[src/rtl/counter_sweep_pkg.sv]
// counter_sweep_pkg: shared types and constants for the counter sweep controller.
// The optional tracking checker is enabled by defining COUNTER_SWEEP_TRACK_CHECK_EN.
package counter_sweep_pkg;

  localparam int DEF_W       = 8;
  localparam int DEF_SWEEP_W = 8;

  // Counter direction encoding on up_down
  localparam logic DIR_UP   = 1'b0;
  localparam logic DIR_DOWN = 1'b1;

  typedef enum logic [2:0] {
    IDLE   = 3'd0,
    LOAD   = 3'd1,
    UP     = 3'd2,
    DOWN   = 3'd3,
    FINISH = 3'd4
  } state_t;

  // States in which a run is considered in progress
  function automatic logic state_is_busy(input state_t s);
    logic b;
    case (s)
      LOAD, UP, DOWN: b = 1'b1;
      default:        b = 1'b0;
    endcase
    return b;
  endfunction

  // States in which the counter is held at the low limit by a load
  function automatic logic state_is_park(input state_t s);
    logic p;
    case (s)
      IDLE, LOAD, FINISH: p = 1'b1;
      default:            p = 1'b0;
    endcase
    return p;
  endfunction

endpackage

[src/rtl/counter_sweep_ctrl_track_chk.sv]
// counter_track_chk: mirrors the counter with an expected-count register and
// raises a sticky error when the observed count diverges during a sweep.
// Only instantiated when COUNTER_SWEEP_TRACK_CHECK_EN is defined.
module counter_track_chk
  import counter_sweep_pkg::*;
#(
  parameter int W = DEF_W
) (
  input  logic         clk,
  input  logic         reset,
  input  logic         load_exp,
  input  logic         track,
  input  logic         clr,
  input  logic [W-1:0] lo_q,
  input  logic         up_down,
  input  logic [W-1:0] count_i,
  output logic         err
);

  localparam logic [W-1:0] ONE_W = {{(W-1){1'b0}}, 1'b1};

  logic [W-1:0] exp_r;

  // Expected count: seeded with lo in LOAD, then follows the registered direction
  always_ff @(posedge clk or posedge reset) begin
    if (reset) begin
      exp_r <= {W{1'b0}};
    end else if (load_exp) begin
      exp_r <= lo_q;
    end else if (track) begin
      exp_r <= (up_down == DIR_DOWN) ? (exp_r - ONE_W) : (exp_r + ONE_W);
    end else begin
      exp_r <= exp_r;
    end
  end

  // Sticky mismatch flag, cleared when a new run is accepted
  always_ff @(posedge clk or posedge reset) begin
    if (reset) begin
      err <= 1'b0;
    end else if (clr) begin
      err <= 1'b0;
    end else if (track && (count_i != exp_r)) begin
      err <= 1'b1;
    end else begin
      err <= err;
    end
  end

endmodule

[src/rtl/counter_sweep_ctrl.sv]
// counter_sweep_ctrl: drives a loadable up/down counter through a programmed
// number of lo->hi->lo sweeps, then parks it at lo.
// Define COUNTER_SWEEP_TRACK_CHECK_EN to add the count tracking checker on err.
module counter_sweep_ctrl
  import counter_sweep_pkg::*;
#(
  parameter int W       = DEF_W,
  parameter int SWEEP_W = DEF_SWEEP_W
) (
  input  logic               clk,
  input  logic               reset,
  input  logic               start,
  input  logic               stop,
  input  logic [W-1:0]       lo_limit,
  input  logic [W-1:0]       hi_limit,
  input  logic [SWEEP_W-1:0] sweeps,
  input  logic [W-1:0]       count_i,
  output logic               load,
  output logic [W-1:0]       load_val,
  output logic               up_down,
  output logic               busy,
  output logic               done,
  output logic [SWEEP_W-1:0] sweep_cnt,
  output logic               err
);

  localparam logic [W-1:0]       ONE_W = {{(W-1){1'b0}}, 1'b1};
  localparam logic [SWEEP_W-1:0] ONE_S = {{(SWEEP_W-1){1'b0}}, 1'b1};

  state_t             state_r, state_s;
  logic [W-1:0]       lo_q_r, hi_q_r, lo_s, hi_s;
  logic [SWEEP_W-1:0] sweeps_q_r, sweeps_s, sweep_cnt_s, sweep_inc_s;
  logic               done_s;

  assign sweep_inc_s = sweep_cnt + ONE_S;

  // Next state, latched limits and sweep/done bookkeeping
  always_comb begin
    state_s     = state_r;
    lo_s        = lo_q_r;
    hi_s        = hi_q_r;
    sweeps_s    = sweeps_q_r;
    sweep_cnt_s = sweep_cnt;
    done_s      = 1'b0;
    case (state_r)
      IDLE: begin
        if (stop) begin
          state_s = IDLE;
        end else if (start) begin
          if ((lo_limit < hi_limit) && (sweeps != {SWEEP_W{1'b0}})) begin
            lo_s        = lo_limit;
            hi_s        = hi_limit;
            sweeps_s    = sweeps;
            sweep_cnt_s = {SWEEP_W{1'b0}};
            state_s     = LOAD;
          end else begin
            sweep_cnt_s = {SWEEP_W{1'b0}};
            done_s      = 1'b1;
          end
        end else begin
          state_s = IDLE;
        end
      end
      LOAD: begin
        if (stop) begin
          state_s = IDLE;
        end else begin
          state_s = UP;
        end
      end
      UP: begin
        // Turning one below hi lets the counter reach hi exactly once
        if (stop) begin
          state_s = IDLE;
        end else if (count_i == (hi_q_r - ONE_W)) begin
          state_s = DOWN;
        end else begin
          state_s = UP;
        end
      end
      DOWN: begin
        if (stop) begin
          state_s = IDLE;
        end else if (count_i == (lo_q_r + ONE_W)) begin
          sweep_cnt_s = sweep_inc_s;
          if (sweep_inc_s == sweeps_q_r) begin
            state_s = FINISH;
            done_s  = 1'b1;
          end else begin
            state_s = UP;
          end
        end else begin
          state_s = DOWN;
        end
      end
      FINISH: begin
        state_s = IDLE;
      end
      default: begin
        state_s = IDLE;
      end
    endcase
  end

  // State, latched arguments and registered outputs decoded from the next state
  always_ff @(posedge clk or posedge reset) begin
    if (reset) begin
      state_r    <= IDLE;
      lo_q_r     <= {W{1'b0}};
      hi_q_r     <= {W{1'b0}};
      sweeps_q_r <= {SWEEP_W{1'b0}};
      sweep_cnt  <= {SWEEP_W{1'b0}};
      done       <= 1'b0;
      busy       <= 1'b0;
      load       <= 1'b0;
      load_val   <= {W{1'b0}};
      up_down    <= DIR_UP;
    end else begin
      state_r    <= state_s;
      lo_q_r     <= lo_s;
      hi_q_r     <= hi_s;
      sweeps_q_r <= sweeps_s;
      sweep_cnt  <= sweep_cnt_s;
      done       <= done_s;
      busy       <= state_is_busy(state_s);
      load       <= state_is_park(state_s);
      load_val   <= lo_s;
      up_down    <= (state_s == DOWN) ? DIR_DOWN : DIR_UP;
    end
  end

`ifdef COUNTER_SWEEP_TRACK_CHECK_EN
  logic chk_load_s, chk_track_s, chk_clr_s;

  assign chk_load_s  = (state_r == LOAD);
  assign chk_track_s = (state_r == UP) || (state_r == DOWN);
  assign chk_clr_s   = (state_r == IDLE) && (state_s == LOAD);

  counter_track_chk #(.W(W)) u_track_chk (
    .clk      (clk),
    .reset    (reset),
    .load_exp (chk_load_s),
    .track    (chk_track_s),
    .clr      (chk_clr_s),
    .lo_q     (lo_q_r),
    .up_down  (up_down),
    .count_i  (count_i),
    .err      (err)
  );
`else
  assign err = 1'b0;
`endif

endmodule

[config.mk]
export PLATFORM = sky130hd
export DESIGN_NAME = counter_sweep_ctrl
export DESIGN_NICKNAME = d
export VERILOG_FILES = /design/src/rtl/counter_sweep_pkg.sv /design/src/rtl/counter_sweep_ctrl_track_chk.sv /design/src/rtl/counter_sweep_ctrl.sv
export SDC_FILE = /design/constraint.sdc
export NUM_CORES = 1
export LEC_CHECK = 0
export CORE_UTILIZATION = 50
export DETAILED_ROUTE_END_ITERATION = 8
export PLACE_DENSITY = 0.78
export SLEW_MARGIN = 20
export SYNTH_ARGS = -nofsm -noshare
export SYNTH_HDL_FRONTEND = slang
export SYNTH_SLANG_ARGS = --single-unit
[constraint.sdc]
create_clock -name clk -period 2.3 [get_ports clk]
set_input_delay 0.46 -clock clk [delete_from_list [all_inputs] [get_ports clk]]
set_output_delay 0.46 -clock clk [all_outputs]
set_load 0.01 [all_outputs]
After elaboration in Yosys (flattened, before gate mapping)

Index checks and enable logic that the tools add are counted.

Output and inout port bits: 21
Word-level logic and storage cells: 62
Flip-flop bits (word level): 39
Bits of input ports: 36

Bitwise operators: 1
Mux-type cells: 25
Equality and inequality tests: 14
Magnitude comparators: 1
Add/sub/neg operators: 3
Reduce and logical (&&, ||, !) cells: 9

Operators with widths:

| operator            | count |
|---|---|
| $mux 8              | 4 |
| $eq 8x8->1          | 3 |
| $mux 3              | 6 |
| $add 8x1->8 const B | 2 |
| $pmux 8 s2          | 1 |
| $eq 3x2->1 const B  | 4 |
| $pmux 3 s4          | 1 |
| $mux 1              | 10 |
| $lt 8x8->1          | 1 |
| $ne 2x2->1 const B  | 4 |
| $reduce_bool 8->1   | 1 |
| $sub 8x1->8 const B | 1 |
| $eq 3x1->1 const B  | 2 |
| $logic_not 3->1     | 2 |
| $reduce_or 3->1     | 2 |
| $reduce_and 5->1    | 1 |
| $mux 2              | 2 |
| $reduce_and 4->1    | 1 |
| $eq 3x3->1 const B  | 1 |
| $pmux 1 s2          | 1 |
| $reduce_bool 2->1   | 1 |
| $logic_and 1x1->1   | 1 |
| $not 1->1           | 1 |

Logic depth before layout (Yosys ltp)

Gate-level depths: netlist (run 1).

Depth in word-level cells: 9
Gate-level depth with buffers: 11
Mapped depth without buffers: 9

Worst setup path before layout (run 1)

Ideal clock, no wire load.

Path type: input port to flip-flop
Start: input port hi_limit[7]
End: register hi_q_r[6]
Buffers on the path: 2
Library setup time: 125 ps
Setup slack: 19 ps
Stages on the path: 9
Required time: 2175 ps
Data arrival time: 2156 ps
Path through: inv_1 -> ha_1 -> a221oi_1 -> o21ai_0 -> a21oi_1 -> nor2b_1 -> buf_2 -> buf_2 -> mux2_2

Longest elaborated chain between the ends: 3

RTL lines:

| item                              | RTL line                  | text |
|---|---|---|
| start: declaration                | counter_sweep_ctrl.sv:15  | `input logic [W-1:0] hi_limit,` |
| $lt 8x8->1                        | counter_sweep_ctrl.sv:50  | `if ((lo_limit < hi_limit) && (sweeps != {SWEEP_W{1'b0}})) begin` |
| $logic_and 1x1->1                 | counter_sweep_ctrl.sv:50  |  |
| $reduce_and 4->1 (no source line) | n/a                       |  |
| end signal: assignment            | counter_sweep_ctrl.sv:110 | `hi_q_r <= {W{1'b0}};` |
| end signal: assignment            | counter_sweep_ctrl.sv:121 | `hi_q_r <= hi_s;` |
| end: declaration                  | counter_sweep_ctrl.sv:31  | `logic [W-1:0] lo_q_r, hi_q_r, lo_s, hi_s;` |

Every way passes these cells.
A chain may end at the register's enable or synchronous reset.

Final worst setup path (run 1)

Start: input port sweeps[1]
End: register hi_q_r[7]

Longest elaborated chain between the ends: 3

RTL lines:

| item                              | RTL line                 | text |
|---|---|---|
| start: declaration                | counter_sweep_ctrl.sv:16 | `input logic [SWEEP_W-1:0] sweeps,` |
| $reduce_bool 8->1                 | counter_sweep_ctrl.sv:50 |  |
| $logic_and 1x1->1                 | counter_sweep_ctrl.sv:50 |  |
| $reduce_and 4->1 (no source line) | n/a                      |  |

Every way passes these cells.

==> results of run 1 <==
[worst max path at each step]
stage,end,slack (ns),startpoint
after floorplan,hi_q_r[6],0.02,hi_limit[7]
after global placement,lo_q_r[7],-0.44,hi_limit[7]
after detailed placement,lo_q_r[5],-0.51,hi_limit[7]
after CTS,lo_q_r[5],-0.002,hi_limit[7]
after global routing,hi_q_r[1],-0.05,sweeps[1]
final,hi_q_r[7],-0.03,sweeps[1]
[Yosys cell counts, types with 2 or more instances]
master / count / area share [%]
nand2b_1: 4 / 1.0
nor3_1: 10 / 2.1
or3_1: 2 / 0.52
nand3_1: 9 / 1.9
buf_2: 3 / 0.62
nand3b_1: 2 / 0.62
nor2_1: 9 / 1.4
xor2_1: 10 / 3.6
or2_2: 2 / 0.52
inv_1: 13 / 2.0
nor3b_1: 2 / 0.62
dfrtp_1: 39 / 40
xnor2_1: 21 / 7.6
mux2_2: 22 / 10
o21ai_0: 10 / 2.1
a21o_1: 9 / 2.8
buf_4: 2 / 0.62
nand2_1: 16 / 2.5
ha_1: 10 / 5.2
nor4_1: 6 / 1.6
a21oi_1: 9 / 1.9
and2_1: 2 / 0.52
[placed cells by master (no fill, tap or decap), types with 2 or more instances in the layout]
master / netlist / routed
inv_2: 0 / 2
mux2_2: 22 / 13
xor2_1: 10 / 10
buf_4: 2 / 32
nor2_1: 9 / 9
nor3_1: 10 / 10
mux2_4: 0 / 9
nand2_1: 16 / 16
dlygate4sd2_1: 0 / 3
nor4_1: 6 / 6
inv_1: 13 / 11
or2_2: 2 / 2
xnor2_1: 21 / 20
and2_1: 2 / 2
a21oi_1: 9 / 7
nand3_1: 9 / 8
a21oi_2: 0 / 2
ha_1: 10 / 5
nand3b_1: 2 / 2
ha_2: 0 / 2
nand3_2: 1 / 2
dlymetal6s2s_1: 0 / 5
clkbuf_8: 0 / 6
clkdlybuf4s50_1: 0 / 47
nor3b_1: 2 / 2
a21o_1: 9 / 9
nand2b_1: 4 / 4
ha_4: 0 / 3
o21ai_0: 10 / 9
or3_1: 2 / 2
dfrtp_1: 39 / 38
buf_6: 1 / 3
[cell families after synthesis]
| kind of cell | synth area share [%] |
|---|---|
| buf+inv | 3.939 |
| other cells | 0.1554 |
| compound gates | 11.87 |
| flops | 40.44 |
| fa+ha+maj | 5.184 |
| mux | 10.26 |
| xor+xnor | 11.25 |
| simple gates | 16.90 |
[layout make-up]
type	count	area (um^2)
Clock buffer	6	82.58
Clock inverter	1	5.005
Fill cell	299	979.7
Inverter	13	48.80
Multi-Input combinational cell	180	1478
Sequential cell	39	977.2
Tap cell	52	65.06
Timing Repair Buffer	92	868.3
[per-stage QoR]
step | setup WS, ns | total power, uW | utilization, %
after global routing | -0.05393 | 2616 | 78.25
after global placement | -0.4440 | 1877 | 72.39
after detailed placement | -0.5123 | 1915 | 72.39
after floorplan | 0.01886 | 1510 | -
after CTS | -0.001588 | 2409 | 75.72
final | -0.02582 | 2474 | 78.25
[power by group]
part           internal, uW  switching (uW)  total (uW)
registers               830             174        1000
logic                   585             413         999
clock network           235             235         470
total                  1650             823        2470
[sequential cells by signal (all words and copies together) (netlist names)]
signal,count
hi_q_r,8
lo_q_r,8
sweep_cnt,8
sweeps_q_r,8
state_r,3
busy,1
done,1
load,1
up_down,1
[layer usage]
| metal | vias to the layer above | share of wire, % | global-route usage (%) |
|---|---|---|---|
| met5 | - | 0 | 0 |
| met4 | 0 | 0.99 | 7.625 |
| met3 | 8 | 3.2 | 4.641 |
| met2 | 58 | 50 | 42.33 |
| met1 | 1056 | 46 | 35.04 |
| li1 | 1037 | - | - |
[critical path, cell delays in order]
cell	delay [ns]
clkdlybuf4s50_1	0.45
nor4_1	0.66
a221oi_4	0.14
o21ai_2	0.10
a21oi_2	0.06
nor2b_4	0.16
buf_8	0.17
mux2_4	0.30
[repair_timing]
| action | in CTS | in global routing |
|---|---|---|
| gates cloned | 2 | 0 |
| pin swaps | 3 | 6 |
| hold buffers | 0 | 0 |
| gates resized for setup | 15 | 28 |
| endpoints found under the setup margin | 26 | 36 |
==> summary.md, run 1 <==
| Metric | Value |
|---|---|
| Status | `complete, but fails checks` |
| Failing checks | `setup timing` |
| Dpl cells | `374` |
| Drt total wl | `6.272 mm` |
| Vias | `2159` |
| Global-route wire length before repair | `10.09 mm` |
| DRC viols | `0` |
| Ports | `57` |
| WHS Path Cells | `2` |
| Initial antenna violation count | `0` |
| Register-to-register setup slack | `0.10 ns` |
| Syn_nets | `285` |
| Worst path required time | `2.47 ns` |
| Critical Path End Type | `flop` |
| Ant diodes | `0` |
| FF+latch count, synth | `39` |
| Fmax | `430.0 MHz` |
| # rows | `24` |
| Max Slew Vio Count | `0` |
| Number of flops mapped to enable cells by yosys | `0` |
| Drt wl/cell | `16.38 um` |
| Worst Skew | `0.009610 ns` |
| Setup violations, final | `9` |
| Final Hold Viols | `0` |
| Synthesized netlist cell count | `239` |
| Yosys warns | `0` |
| Crit path max fanout | `7` |
| Placeable core area | `4504 um^2` |
| Synth Area per Inst | `10.10 um^2` |
| Hold path endpoint | `hi_q_r[3]` |
| CTS HTree Levels | `2` |
| Static leakage | `0.001599 uW` |
| Starting DRC count in detailed routing | `120` |
| CP startpoint kind | `input port` |
| Hold_sp | `hi_limit[3]` |
| Peak VDD IR | `0.4172 mV` |
| Die span in x | `71.48 um` |
| Vias/cell | `5.637` |
| DP Area | `3261 um^2` |
| Synth cell types | `49` |
| Final worst path period need | `2.326 ns` |
| Final TNS setup | `-0.1601 ns` |
| FF-to-FF End | `done` |
| CTS Sinks | `39` |
| IO Port Bufs | `55` |
| Clk Latency, worst-skew pair | `0.29 ns` |
| Setup Fix Bufs, Post-CTS | `0` |
| HPWL Detailed | `4.469 mm` |
| DIE HEIGHT | `71.48 um` |
| Layout cells sized above 1 | `26.59%` |
| CP Class | `input port to flop` |
| Full die area | `5109 um^2` |
| CTS tree | `done` |
| Total track usage | `25.74%` |
| Pin count of the biggest net entering global routing | `40` |
| Fin crit share | `101.1%` |
| Reg2Reg Depth | `8` |
| Initial core utilization | `53.58%` |
| Final WS setup | `-0.02582 ns` |
| Worst R2R Start | `sweep_cnt[0]` |
| Maxcap violations | `0` |
| Worst hold slack | `0.4396 ns` |
| Root Driver | `clkbuf_8` |
| Layout Cell Area excl Fill | `3525 um^2` |
| Hold Path Class | `input port to flop` |
| Tightest Pin Transition | `0.7148 ns` |
| GPL Wtd Cong | `0.7670` |
| Total grt overflow | `0` |
| Post-synth ARST share | `100.0%` |
| First-pass iteration count of the detailed router | `4` |
| Seq/Total Area, Yosys | `40.44%` |
| Rel. slew slack | `51.91%` |
| Critical Path AT | `2.50 ns` |
| Clock slew at reported path FFs | `0.08 ns` |
| Area Overhead vs Synth | `46.03%` |
| Number of global-route vias before repair | `2164` |
| CTS max path bufs | `2` |
| Total CTS buffers | `5` |
| Antenna-violating nets left | `0` |
| Synthesized area | `2414 um^2` |
| Synth Flop Type | `dfrtp_1` |
| Non-Filler Instances | `383` |
| Nets | `377` |
| Pwr dens | `701.8 nW/um^2` |
(Power assumes the default switching activity.)
==> run 2, diff against run 1 <==
--- a/config.mk
+++ b/config.mk
@@ -5,9 +5,10 @@
 export SDC_FILE = /design/constraint.sdc
 export NUM_CORES = 1
 export LEC_CHECK = 0
-export CORE_UTILIZATION = 50
+export CORE_UTILIZATION = 52
+export CTS_BUF_LIST = sky130_fd_sc_hd__clkbuf_8
 export DETAILED_ROUTE_END_ITERATION = 8
-export PLACE_DENSITY = 0.78
+export PLACE_DENSITY = 0.81
 export SLEW_MARGIN = 20
 export SYNTH_ARGS = -nofsm -noshare
 export SYNTH_HDL_FRONTEND = slang
==> summary.md, run 2 (synthesis results as in run 1) <==
| Metric | Value |
|---|---|
| Status | `completed` |
| Cell family contributing the most delay on the critical path | `buffers and inverters` |
| Commonest non-fill, non-tap cell in the layout | `dfrtp_1` |
| Total grt overflow | `0` |
| Ports | `57` |
| Total track usage | `27.91%` |
| Die span in x | `70.13 um` |
| DRC viols | `0` |
| Fmax | `439.6 MHz` |
| Crit path max fanout | `4` |
| Fin crit share | `98.90%` |
| Int Power | `1655 uW` |
| Drt wl/cell | `18.16 um` |
| CTS HTree Levels | `2` |
| IO Port Bufs | `55` |
| Setup violations, final | `0` |
| Final design utilization | `80.30%` |
| # rows | `24` |
| Clock power share | `21.1%` |
| Total CTS buffers | `5` |
| Final worst path period need | `2.275 ns` |
| Ant diodes | `0` |
| Pin count of the biggest net entering global routing | `40` |
| Maxcap violations | `0` |
| Drt total wl | `6.972 mm` |
| Vias | `2222` |
| Placeable core area | `4414 um^2` |
| Static leakage | `0.001648 uW` |
| Psw | `893.9 uW` |
| Register-to-register setup slack | `0.05 ns` |
| CP peak stage delay | `0.32 ns` |
| HPWL Detailed | `4.347 mm` |
| Worst path required time | `2.49 ns` |
| Root Driver | `clkbuf_8` |
| Peak VDD IR | `0.5977 mV` |
| Initial core utilization | `54.68%` |
| DIE HEIGHT | `70.13 um` |
| GPL Wtd Cong | `0.8656` |
| Critical Path AT | `2.46 ns` |
| WP buf/inv | `3` |
| Area Overhead vs Synth | `46.86%` |
| Gate power share | `38.6%` |
| Starting DRC count in detailed routing | `220` |
| Most frequent cells in the layout | `dfrtp_1 (38), clkdlybuf4s50_1 (33), buf_4 (32), mux2_2 (22), xnor2_1 (21)` |
| Vias/cell | `5.786` |
| Number of global-route vias before repair | `2218` |
| CTS max path bufs | `2` |
| Crit-path cells | `dlygate4sd2_1 -> ha_4 -> a221oi_2 -> o21ai_1 -> a21oi_2 -> nor2b_4 -> buf_6 -> bufbuf_16 -> mux2_2` |
| CTS tree | `done` |
| Clk Latency, worst-skew pair | `0.30 ns` |
| Full die area | `4918 um^2` |
| CTS Sinks | `39` |
| Clock slew at reported path FFs | `0.08 ns` |
| Antenna-violating nets left | `0` |
| CP startpoint kind | `input port` |
| Switching Fraction | `35.07%` |
| Global-route wire length before repair | `10.55 mm` |
| Pwr dens | `719.1 nW/um^2` |
| Layout cells sized above 1 | `27.41%` |
| Max stage delay cell, worst path | `mux2_2` |
| Final Hold Viols | `0` |
| Seq pwr share | `40.3%` |
| Nets | `377` |
| Max Slew Vio Count | `0` |
| First-pass iteration count of the detailed router | `4` |
| Worst Skew | `0.009995 ns` |
| Hold Path Class | `input port to flop` |
| CP Class | `input port to flop` |
| Worst hold slack | `0.4501 ns` |
| Critical Path End Type | `flop` |
| Initial antenna violation count | `0` |
run 2: power by group through the flow:
stage	Combinational, uW	Sequential [uW]	Clock (uW)
after global routing	1060	1050	573
after detailed placement	879	1010	0
after global placement	849	1000	0
final	983	1030	539
after CTS	923	994	539
after floorplan	520	990	0
run 2: timing repair:
| action | CTS | global route |
|---|---|---|
| gates cloned | 2 | 0 |
| setup endpoints to repair | 27 | 30 |
| setup buffers | 3 | 2 |
| hold buffers | 0 | 0 |
| gates resized for setup | 25 | 22 |
| pin swaps | 6 | 6 |
run 2: worst paths after layout:
| kind | end | cells past startpoint | startpoint |
|---|---|---|---|
| max in group asynchronous | lo_q_r[0] | 3 | reset |
| worst max register to register | sweep_cnt[6] | 9 | lo_q_r[2] |
| worst min register to register | sweeps_q_r[0] | 1 | sweeps_q_r[0] |
| min in group asynchronous | sweep_cnt[7] | 3 | reset |
| worst min-delay path | hi_q_r[5] | 2 | hi_limit[5] |
| worst max-delay path | hi_q_r[2] | 9 | lo_limit[7] |
run 2: layout make-up:
cell class                 instances  area [um^2]
clock buffer                       7        96.34
clock inverter                     1        7.507
fill                             273        869.6
inverter                          13        48.80
multi-input combinational        180         1443
sequential                        39        977.2
tap                               52        65.06
timing repair buffer              92        907.1
run 2: worst reg2reg max path: stages, from the launching register on:
cell,delay (ns)
dfrtp_1,0.46
nand3_2,0.15
or3_4,0.41
nor3_1,0.26
a311o_1,0.24
nand4_2,0.11
buf_4,0.19
buf_4,0.13
a21oi_1,0.13
a21o_1,0.11
run 2: layer usage:
| metal | wire length, um | vias to the layer above | track usage, % |
|---|---|---|---|
| li1 | - | 1039 | - |
| met2 | 3569 | 79 | 48.72 |
| met3 | 297 | 24 | 6.061 |
| met4 | 293 | 0 | 12.67 |
| met1 | 2812 | 1080 | 32.65 |
| met5 | 0 | - | 0 |
run 2: metrics by stage:
step	cell area, um^2	setup TNS [ns]	total power, uW	instances	setup slack [ns]
finish	3545	0	2549	384	0.02534
global route	3545	-0.2872	2678	384	-0.08742
CTS	3460	0	2457	382	0.001842
detailed placement	3223	-17.13	1885	369	-0.6174
global placement	3223	-13.90	1851	369	-0.5007
floorplan	2414	0	1510	239	0.01886
